==> config.mk <==
export PLATFORM = sky130hd
export DESIGN_NAME = ivector_rr_arbiter
export DESIGN_NICKNAME = d
export VERILOG_FILES = /design/src/rtl/ivector_rr_arbiter.sv
export SDC_FILE = /design/constraint.sdc
export NUM_CORES = 2
export LEC_CHECK = 0
export CORE_MARGIN = 10
export CORE_UTILIZATION = 55
export CTS_BUF_LIST = sky130_fd_sc_hd__clkbuf_8
export CTS_CLUSTER_SIZE = 14
export DETAILED_ROUTE_END_ITERATION = 16
export MAX_ROUTING_LAYER = met4
export PLACE_DENSITY_LB_ADDON = 0.2
export SLEW_MARGIN = 10
export SYNTH_ARGS = -nofsm -noshare
export SYNTH_HDL_FRONTEND = slang
export SYNTH_SLANG_ARGS = --single-unit
export TNS_END_PERCENT = 5
==> constraint.sdc <==
create_clock -name CLK -period 8.4 [get_ports CLK]
set_clock_uncertainty 0.05 [all_clocks]
set_input_delay 2.52 -clock CLK [delete_from_list [all_inputs] [get_ports CLK]]
set_output_delay 2.52 -clock CLK [all_outputs]
set_load 0.005 [all_outputs]
==> src/rtl/ivector_rr_arbiter.sv <==
// Indication vector: say() calls are buffered in per-channel FIFOs selected by meth,
// and a round-robin arbiter drains the non-empty channels onto a single heard() port.
module ivector_rr_arbiter #(
   parameter int NUM_CHANNELS = 11,
   parameter int DEPTH        = 4,
   parameter int DATA_WIDTH   = 32,
   parameter int METH_WIDTH   = 32
) (
   input  logic                  CLK,
   input  logic                  nRST,
   input  logic                  say__ENA,
   input  logic [METH_WIDTH-1:0] say_meth,
   input  logic [DATA_WIDTH-1:0] say_v,
   output logic                  say__RDY,
   output logic                  ind_heard__ENA,
   output logic [METH_WIDTH-1:0] ind_heard_heard_meth,
   output logic [DATA_WIDTH-1:0] ind_heard_heard_v,
   input  logic                  ind_heard__RDY,
   output logic [31:0]           vsize,
   output logic [31:0]           drop_count
);

   localparam int AW = $clog2(DEPTH);
   localparam int CW = (NUM_CHANNELS > 1) ? $clog2(NUM_CHANNELS) : 1;
   localparam logic [AW:0]           CNT_FULL   = (AW+1)'(DEPTH);
   localparam logic [METH_WIDTH-1:0] METH_LIMIT = METH_WIDTH'(NUM_CHANNELS);
   localparam logic [CW-1:0]         LAST_CH    = CW'(NUM_CHANNELS - 1);

   logic [NUM_CHANNELS-1:0] w_full;
   logic [NUM_CHANNELS-1:0] w_nonempty;
   logic [DATA_WIDTH-1:0]   w_head [NUM_CHANNELS];
   logic                    w_in_range;
   logic                    w_say_full;
   logic                    w_say_fire;
   logic                    w_enq_ok;
   logic                    w_any;
   logic                    w_ena;
   logic [CW-1:0]           w_grant;
   logic [CW-1:0]           r_ptr;
   logic [31:0]             r_vsize;
   logic [31:0]             r_drop;

   assign w_in_range = (say_meth < METH_LIMIT);

   always_comb begin
      w_say_full = 1'b0;
      for (int i = 0; i < NUM_CHANNELS; i++) begin
         if (say_meth == METH_WIDTH'(i)) w_say_full = w_full[i];
      end
   end

   // Full uses only the registered count, so a same-cycle pop never grants extra room.
   assign say__RDY   = nRST & (~w_in_range | ~w_say_full);
   assign w_say_fire = say__ENA & say__RDY;
   assign w_enq_ok   = w_say_fire & w_in_range;

   // Rotating scan starting at the round-robin pointer.
   always_comb begin
      int   v_idx;
      logic v_found;
      v_idx   = 0;
      v_found = 1'b0;
      w_grant = '0;
      for (int i = 0; i < NUM_CHANNELS; i++) begin
         v_idx = int'(r_ptr) + i;
         if (v_idx >= NUM_CHANNELS) v_idx = v_idx - NUM_CHANNELS;
         if (!v_found && w_nonempty[CW'(v_idx)]) begin
            v_found = 1'b1;
            w_grant = CW'(v_idx);
         end
      end
   end

   assign w_any = |w_nonempty;
   assign w_ena = nRST & w_any & ind_heard__RDY;

   assign ind_heard__ENA       = w_ena;
   assign ind_heard_heard_meth = w_any ? METH_WIDTH'(w_grant) : '0;
   assign ind_heard_heard_v    = w_any ? w_head[w_grant] : '0;

   generate
      for (genvar gi = 0; gi < NUM_CHANNELS; gi++) begin : g_ch
         logic [DATA_WIDTH-1:0] r_mem [DEPTH];
         logic [AW-1:0]         r_wp;
         logic [AW-1:0]         r_rp;
         logic [AW:0]           r_cnt;
         logic                  w_enq;
         logic                  w_deq;

         assign w_enq = w_enq_ok & (say_meth == METH_WIDTH'(gi));
         assign w_deq = w_ena & (w_grant == CW'(gi));

         // Storage needs no reset: the count alone decides which entries are live.
         always_ff @(posedge CLK) begin
            if (w_enq) r_mem[r_wp] <= say_v;
         end

         always_ff @(posedge CLK) begin
            if (!nRST) begin
               r_wp  <= '0;
               r_rp  <= '0;
               r_cnt <= '0;
            end else begin
               if (w_enq) r_wp <= r_wp + AW'(1);
               if (w_deq) r_rp <= r_rp + AW'(1);
               if (w_enq && !w_deq)      r_cnt <= r_cnt + (AW+1)'(1);
               else if (!w_enq && w_deq) r_cnt <= r_cnt - (AW+1)'(1);
            end
         end

         assign w_full[gi]     = (r_cnt == CNT_FULL);
         assign w_nonempty[gi] = (r_cnt != '0);
         assign w_head[gi]     = r_mem[r_rp];
      end
   endgenerate

   always_ff @(posedge CLK) begin
      if (!nRST) begin
         r_ptr   <= '0;
         r_vsize <= '0;
         r_drop  <= '0;
      end else begin
         if (w_ena) r_ptr <= (w_grant == LAST_CH) ? '0 : w_grant + CW'(1);
         r_vsize <= r_vsize + {31'b0, w_enq_ok} - {31'b0, w_ena};
         if (w_say_fire && !w_in_range && r_drop != '1) r_drop <= r_drop + 32'd1;
      end
   end

   assign vsize      = r_vsize;
   assign drop_count = r_drop;

endmodule

Word level (Yosys, flattened, before mapping). Memory sizes are Yosys's and may differ from the RTL's. A register that Yosys moved wholly into a read port is not among the register bits. Cells that the tools add are included.

$add $sub $neg: 69. $lt $le $gt $ge: 24. Eq/ne operators: 32. Multiplexer cells: 148. Bitwise gates (word level): 31. Reduce and logical (&&, ||, !) cells: 92.

Operators with widths (count): binary-select mux 32 bit (select 4 bit) (1); == test 32 x 3 -> 1 bit (second input constant) (4); == test 32 x 4 -> 1 bit (second input constant) (3); two-way mux 32 bit (3); two-way mux 4 bit (24); < comparator 4 x 6 -> 1 bit (second input constant) (11); two-way mux 3 bit (22); two-way mux 1 bit (65); == test 32 x 2 -> 1 bit (second input constant) (2); greater-or-equal comparator 5 x 4 -> 1 bit (second input constant) (10); adder 2 x 1 -> 2 bit (second input constant) (22); binary-select mux 1 bit (select 4 bit) (11); two-way mux 2 bit (22); subtractor 4 bit (second input constant) (11); logical AND 1 bit (34); adder 3 x 1 -> 3 bit (second input constant) (11); == test 3 bit (second input constant) (11); logical NOT 1 bit (33); nonzero test 3 bit (11); subtractor 3 x 1 -> 3 bit (second input constant) (11); adder 32 x 1 -> 32 bit (1); adder 32 x 1 -> 32 bit (second input constant) (1); == test 32 x 1 -> 1 bit (second input constant) (1); logical NOT 32 bit (1); 21 further kinds (70).

Register bits: 145. RAM bits: 1408. Input port bits: 68. Output and inout bits: 130. Word-level logic and storage cells: 443. Memories: 11.

Memories: g_ch[0].r_mem (words 4, width 32, rd ports 1, clocked after Yosys merged registers in 1, wr ports 1, line 83) `logic [DATA_WIDTH-1:0] r_mem [DEPTH];`; g_ch[10].r_mem (words 4, width 32, rd ports 1, clocked after Yosys merged registers in 1, wr ports 1, line 83); g_ch[1].r_mem (words 4, width 32, rd ports 1, clocked after Yosys merged registers in 1, wr ports 1, line 83); g_ch[2].r_mem (words 4, width 32, rd ports 1, clocked after Yosys merged registers in 1, wr ports 1, line 83); g_ch[3].r_mem (words 4, width 32, rd ports 1, clocked after Yosys merged registers in 1, wr ports 1, line 83); g_ch[4].r_mem (words 4, width 32, rd ports 1, clocked after Yosys merged registers in 1, wr ports 1, line 83); +5 memories.

Logic depth before layout (Yosys ltp).
Depth in word-level cells: 41. Mapped depth: 27. Depth with buffers taken out: 26.

Worst setup path after synthesis. No wires, ideal clock.

Kind: in2reg. Start point: input say_meth[24]. End point: register r_vsize[30] (netlist: vsize[30]). Library setup time: 124 ps. Arrival time: 7427 ps. Required time: 8226 ps. Setup slack: 799 ps. Stages: 25. Buffers on the path: 0. Path through: nor4_1 -> nand4_1 -> or3b_2 -> a211o_1 -> a31oi_1 -> and3_1 -> inv_1 -> ha_1 -> inv_1 -> ha_1 -> inv_1 -> fa_1 -> nor2b_1 -> o21ai_0 -> nand2b_1 -> a21o_1 -> a21o_1 -> a21oi_1 -> o21ai_0 -> o41a_1 -> a41o_1 -> o41a_1 -> a311oi_1 -> o21ai_0 -> mux2i_1.

Word-level cells in the longest chain between the ends: 19. Elaborated cells between the ends (all ways): 31. Those cells by class: add/sub (2); order compare (1); eq/ne (10); mux (11); bitwise (6); reduce/logical (1).

RTL lines: start: declaration (line 12) `input logic [METH_WIDTH-1:0] say_meth,`; logical NOT 32 bit (line 48) `if (say_meth == METH_WIDTH'(i)) w_say_full = w_full[i];`; two-way mux 1 bit (11 in series) (line 48); inverter 1 bit (line 53) `assign say__RDY = nRST & (~w_in_range | ~w_say_full);`; bitwise OR 1 bit * (line 53); AND 1 bit * (line 53); named net say__RDY (line 14) `output logic say__RDY,`; AND 1 bit * (line 54) `assign w_say_fire = say__ENA & say__RDY;`; AND 1 bit * (line 55) `assign w_enq_ok = w_say_fire & w_in_range;`; adder 32 x 1 -> 32 bit * (line 124) `r_vsize <= r_vsize + {31'b0, w_enq_ok} - {31'b0, w_ena};`; subtractor 32 x 1 -> 32 bit * (line 124); end signal: assignment (line 124); end: declaration (line 40) `logic [31:0] r_vsize;`.

The timed path passes the listed nets; every way through them passes the cells marked *. A chain may end at the register's enable or synchronous reset.

Worst setup path after layout.
Start point: register r_ptr[0]. End point: output ind_heard_heard_v[17].

Word-level cells in the longest chain between the ends: 41. Elaborated cells between the ends (all ways): 122. Those cells by class: add/sub (21); order compare (11); mux (69); bitwise (1); reduce/logical (20).

RTL lines: start: declaration (line 39) `logic [CW-1:0] r_ptr;`; start signal: assignment (line 123) `if (w_ena) r_ptr <= (w_grant == LAST_CH) ? '0 : w_grant + CW'(1);`; branches (longest 35 deep; another with adder 4 x 1 -> 5 bit); two-way mux 4 bit * (line 67) `if (!v_found && w_nonempty[CW'(v_idx)]) begin`; inverter 4 -> 5 bit (implied by the code) * (line 79) `assign ind_heard_heard_v = w_any ? w_head[w_grant] : '0;`; binary-select mux 32 bit (select 4 bit) * (line 79); two-way mux 32 bit (implied by the code) * (2 in series) (line 79); two-way mux 32 bit * (line 79); end: declaration (line 17) `output logic [DATA_WIDTH-1:0] ind_heard_heard_v,`.

Mark *: on every way between the ends. The select of a mux whose other input is x is not followed.

==> metrics.md <==
| Metric | Value |
|---|---|
| Status | `finished with violations` |
| Failing checks | `setup timing` |
| GP Congestion | `1.00` |
| Setup crit end kind | `output pin` |
| Total track usage | `27.5%` |
| First-pass GRT wire length | `272,000 um` |
| H-tree depth | `4` |
| Tmin final | `8590 ps` |
| Area taken by flip-flops and latches | `45,700 um2` |
| CP Class | `flop to output pin` |
| Clk sink count | `1,575` |
| Die width | `371 um` |
| Setup WS post-layout | `-191 ps` |
| Async S/R FF share, synth | `0%` |
| Fill cell count | `8,278` |
| Routed Wire Length | `185,000 um` |
| Hold bufs inserted after CTS | `0` |
| Commonest non-fill, non-tap cell in the layout | `edfxtp_1` |
| Iteration-0 DRC count of the detailed router | `4,484` |
| Synth area leader | `edfxtp_1` |
| Worst-path clk slew | `70 ps` |
| Global route overflow | `0` |
| CTS tree | `built` |
| Fin crit share | `102%` |
| Ratio of cells with drive above 1 in the final layout | `31.6%` |
| Initial Util | `55.5%` |
| Pwr/cell area | `195 nW/um2` |
| Largest net degree at the start of global routing | `68` |
| Residual DRC | `0` |
| Post-synth EDFFs | `1,408` |
| Total CTS buffers | `241` |
| Core Area | `122,000 um2` |
| Vias per cell | `6.36` |
| Final net count | `4,807` |
| Root buffer cell | `clkbuf_8` |
| Die Ht | `371 um` |
| I/O pin count | `198` |
| Crit path DAT | `6020 ps` |
| Pre-antenna DRT Iters | `6` |
| Cell leakage power | `26.8 nW` |
| Fmax | `116 MHz` |
| Power consumption | `15.8 mW` |
| Gate Count Post-Synth | `4,053` |
| Worst relative slew slack | `19.6%` |
| Final HPWL DP | `113,000 um` |
| Critical path peak fanout | `8` |
| R2r worst-path depth | `26` |
| Final Hold Viols | `0` |
| Synth top area share | `62.5%` |
| Multi-input gate area | `22,400 um2` |
| Hold Path Stages | `1` |
| Library cells used by synthesis | `111` |
| Syn Area/Cell | `16.7 um2` |
| Synthesized flop and latch total | `1,575` |
| MaxCap Viol Count | `0` |
| Most frequent cells in the layout | `edfxtp_1 (1,408), mux4_2 (356), buf_4 (295), clkbuf_8 (249), nor2_1 (203)` |
| Top post-synthesis cells by area | `edfxtp_1 (62%), mux4_2 (12%), dfxtp_1 (4.9%)` |
| Hold/Removal Path Class | `flop to flop` |
| Area delta synth->final | `19.4%` |
| Die area | `138,000 um2` |
| Maximum VDD drop | `0.231 mV` |
| Core Rows | `128` |
| Initial antenna violation count | `7` |
| Vias | `41,010` |
| Setup violators final | `31` |
| Vias in the first global route | `40,781` |
| Synthesized cell area | `67,700 um2` |
| WL/cell | `28.6 um` |
| WP data required | `5830 ps` |
| Ys flop type | `edfxtp_1` |
| RSZ-0062 raised after global routing | `yes` |
| Worst setup SP type | `flop` |
| Register area share after synthesis | `67.4%` |
| Pre-CTS setup slack | `-344 ps` |
| Worst skew pair latency | `970 ps` |
| Pins Over Slew Limit | `0` |
| CTS Buffer Depth | `3` |
| Port Buffer Count | `169` |
| Final core utilization | `66.2%` |
| YS warnings | `0` |
| Worst-Margin Slew | `1210 ps` |
| Setup TNS | `-2900 ps` |
| Final ANT Viol Nets | `0` |
==> path summary, 6_finish.rpt <==
kind	slack, ps	end	start
max	-190	ind_heard_heard_v[17]	r_ptr[0]
max reg2reg	2410	g_ch[3].r_cnt[2]	r_ptr[0]
min	390	flop	g_ch[8].r_rp[1]
min reg2reg	390	flop	g_ch[8].r_rp[1]
==> cells in the mapped netlist (9+ instances only) <==
cell      number
mux2i_1       71
o211ai_1      20
o22ai_1       27
a21o_1        22
nor4b_1       10
o32ai_1       23
o21ai_0      125
clkbuf_1     150
a22oi_1       25
buf_2         46
nor3_1        44
xor2_1        56
nand3b_1      25
mux4_2       356
nor2b_1       12
buf_1         11
o31ai_1       11
dfxtp_1      167
and3_1        18
nand4_1       24
inv_1         82
a211o_1       12
o21ai_1       28
xnor2_1       49
or3_1         34
o21a_1         9
fa_1          12
a221oi_1      12
edfxtp_1    1408
and2_1        62
nand2b_1      19
nor4_1        37
nor2_1       212
nand3_1      170
nand2_1       87
buf_4         40
a21oi_1      125
ha_1         105
mux2_2        79
mux2_1        23
a211oi_1      20
a31oi_1       23
==> worst max-delay path, stage by stage, from the launching register on <==
cell,delay [ps]
dfxtp_4,440
inv_4,90
ha_4,320
nor2b_2,220
buf_4,200
a211oi_1,80
a31oi_1,270
a2bb2oi_1,270
a311o_1,280
nand3_2,160
buf_4,190
nor4_4,250
buf_4,190
and2b_2,190
buf_12,110
nand3_4,110
buf_12,160
buf_16,130
and3_4,170
buf_12,150
buf_4,160
buf_4,150
buf_4,140
a22oi_1,270
o32ai_2,160
buf_2,170
==> cells by family (layout without fill, tap and decap cells) <==
| logic type | count (synthesis) | in the layout | synth area share [%] |
|---|---|---|---|
| AO/OA/AOI/OAI | 584 | 584 | 5.82 |
| XOR/XNOR | 112 | 112 | 1.54 |
| adder cells (fa/ha/maj) | 117 | 117 | 2.30 |
| buffers and inverters | 342 | 1081 | 2.27 |
| flip-flops | 1575 | 1575 | 67.4 |
| multiplexers | 530 | 530 | 14.6 |
| other | 1 | 35 | 0.00554 |
| AND/OR/NAND/NOR | 792 | 792 | 6.06 |
==> metrics by stage <==
stage	cells	instance area (um2)	hold slack (ps)
6_report	6451	80800	395
5_1_grt	6449	80800	428
4_1_cts	6421	80200	390
3_5_place_dp	5879	72700	391
3_3_place_gp	5879	72700	384
2_1_floorplan	4080	67800	377
==> routing by layer <==
| metal | up-vias | GRT usage, % | wire length [um] | part of all wire, % |
|---|---|---|---|---|
| met2 | 2231 | 42.1 | 87300 | 47 |
| li1 | 17393 | - | - | - |
| met3 | 462 | 4.75 | 16200 | 8.8 |
| met5 | - | - | 0 | 0 |
| met4 | 0 | 10.1 | 7540 | 4.1 |
| met1 | 20924 | 37.1 | 73400 | 40 |
==> power breakdown <==
group	leakage, nW	switching [mW]	internal, mW
clock network	2.62	3.06	3.30
logic	10.2	0.460	0.364
registers	14.0	0.0371	8.56
total	26.8	3.56	12.2
==> layout make-up <==
cell class	count	share of cell area, %
Multi-Input combinational cell	2163	27.7
Tap cell	1625	2.52
Timing Repair Buffer	552	6.86
Sequential cell	1575	56.5
Clock buffer	249	4.24
Antenna cell	7	0.0217
Inverter	89	0.438
Clock inverter	191	1.69
==> sequential cells by signal, summed over array words and instances, names as in the netlist, named ones only <==
name and flops:
drop_count 32, vsize 32, g_ch.r_rp 22, g_ch.r_cnt 33, g_ch.r_wp 22, g_ch.r_mem 1408
r_ptr 4
==> repair_timing <==
action,CTS,global route
buffers inserted,90,26
gates resized for setup,383,123
pin swaps,75,67
setup endpoints to repair,32,32
gates cloned,16,2
Note: power is estimated with default switching activity, not from simulation.
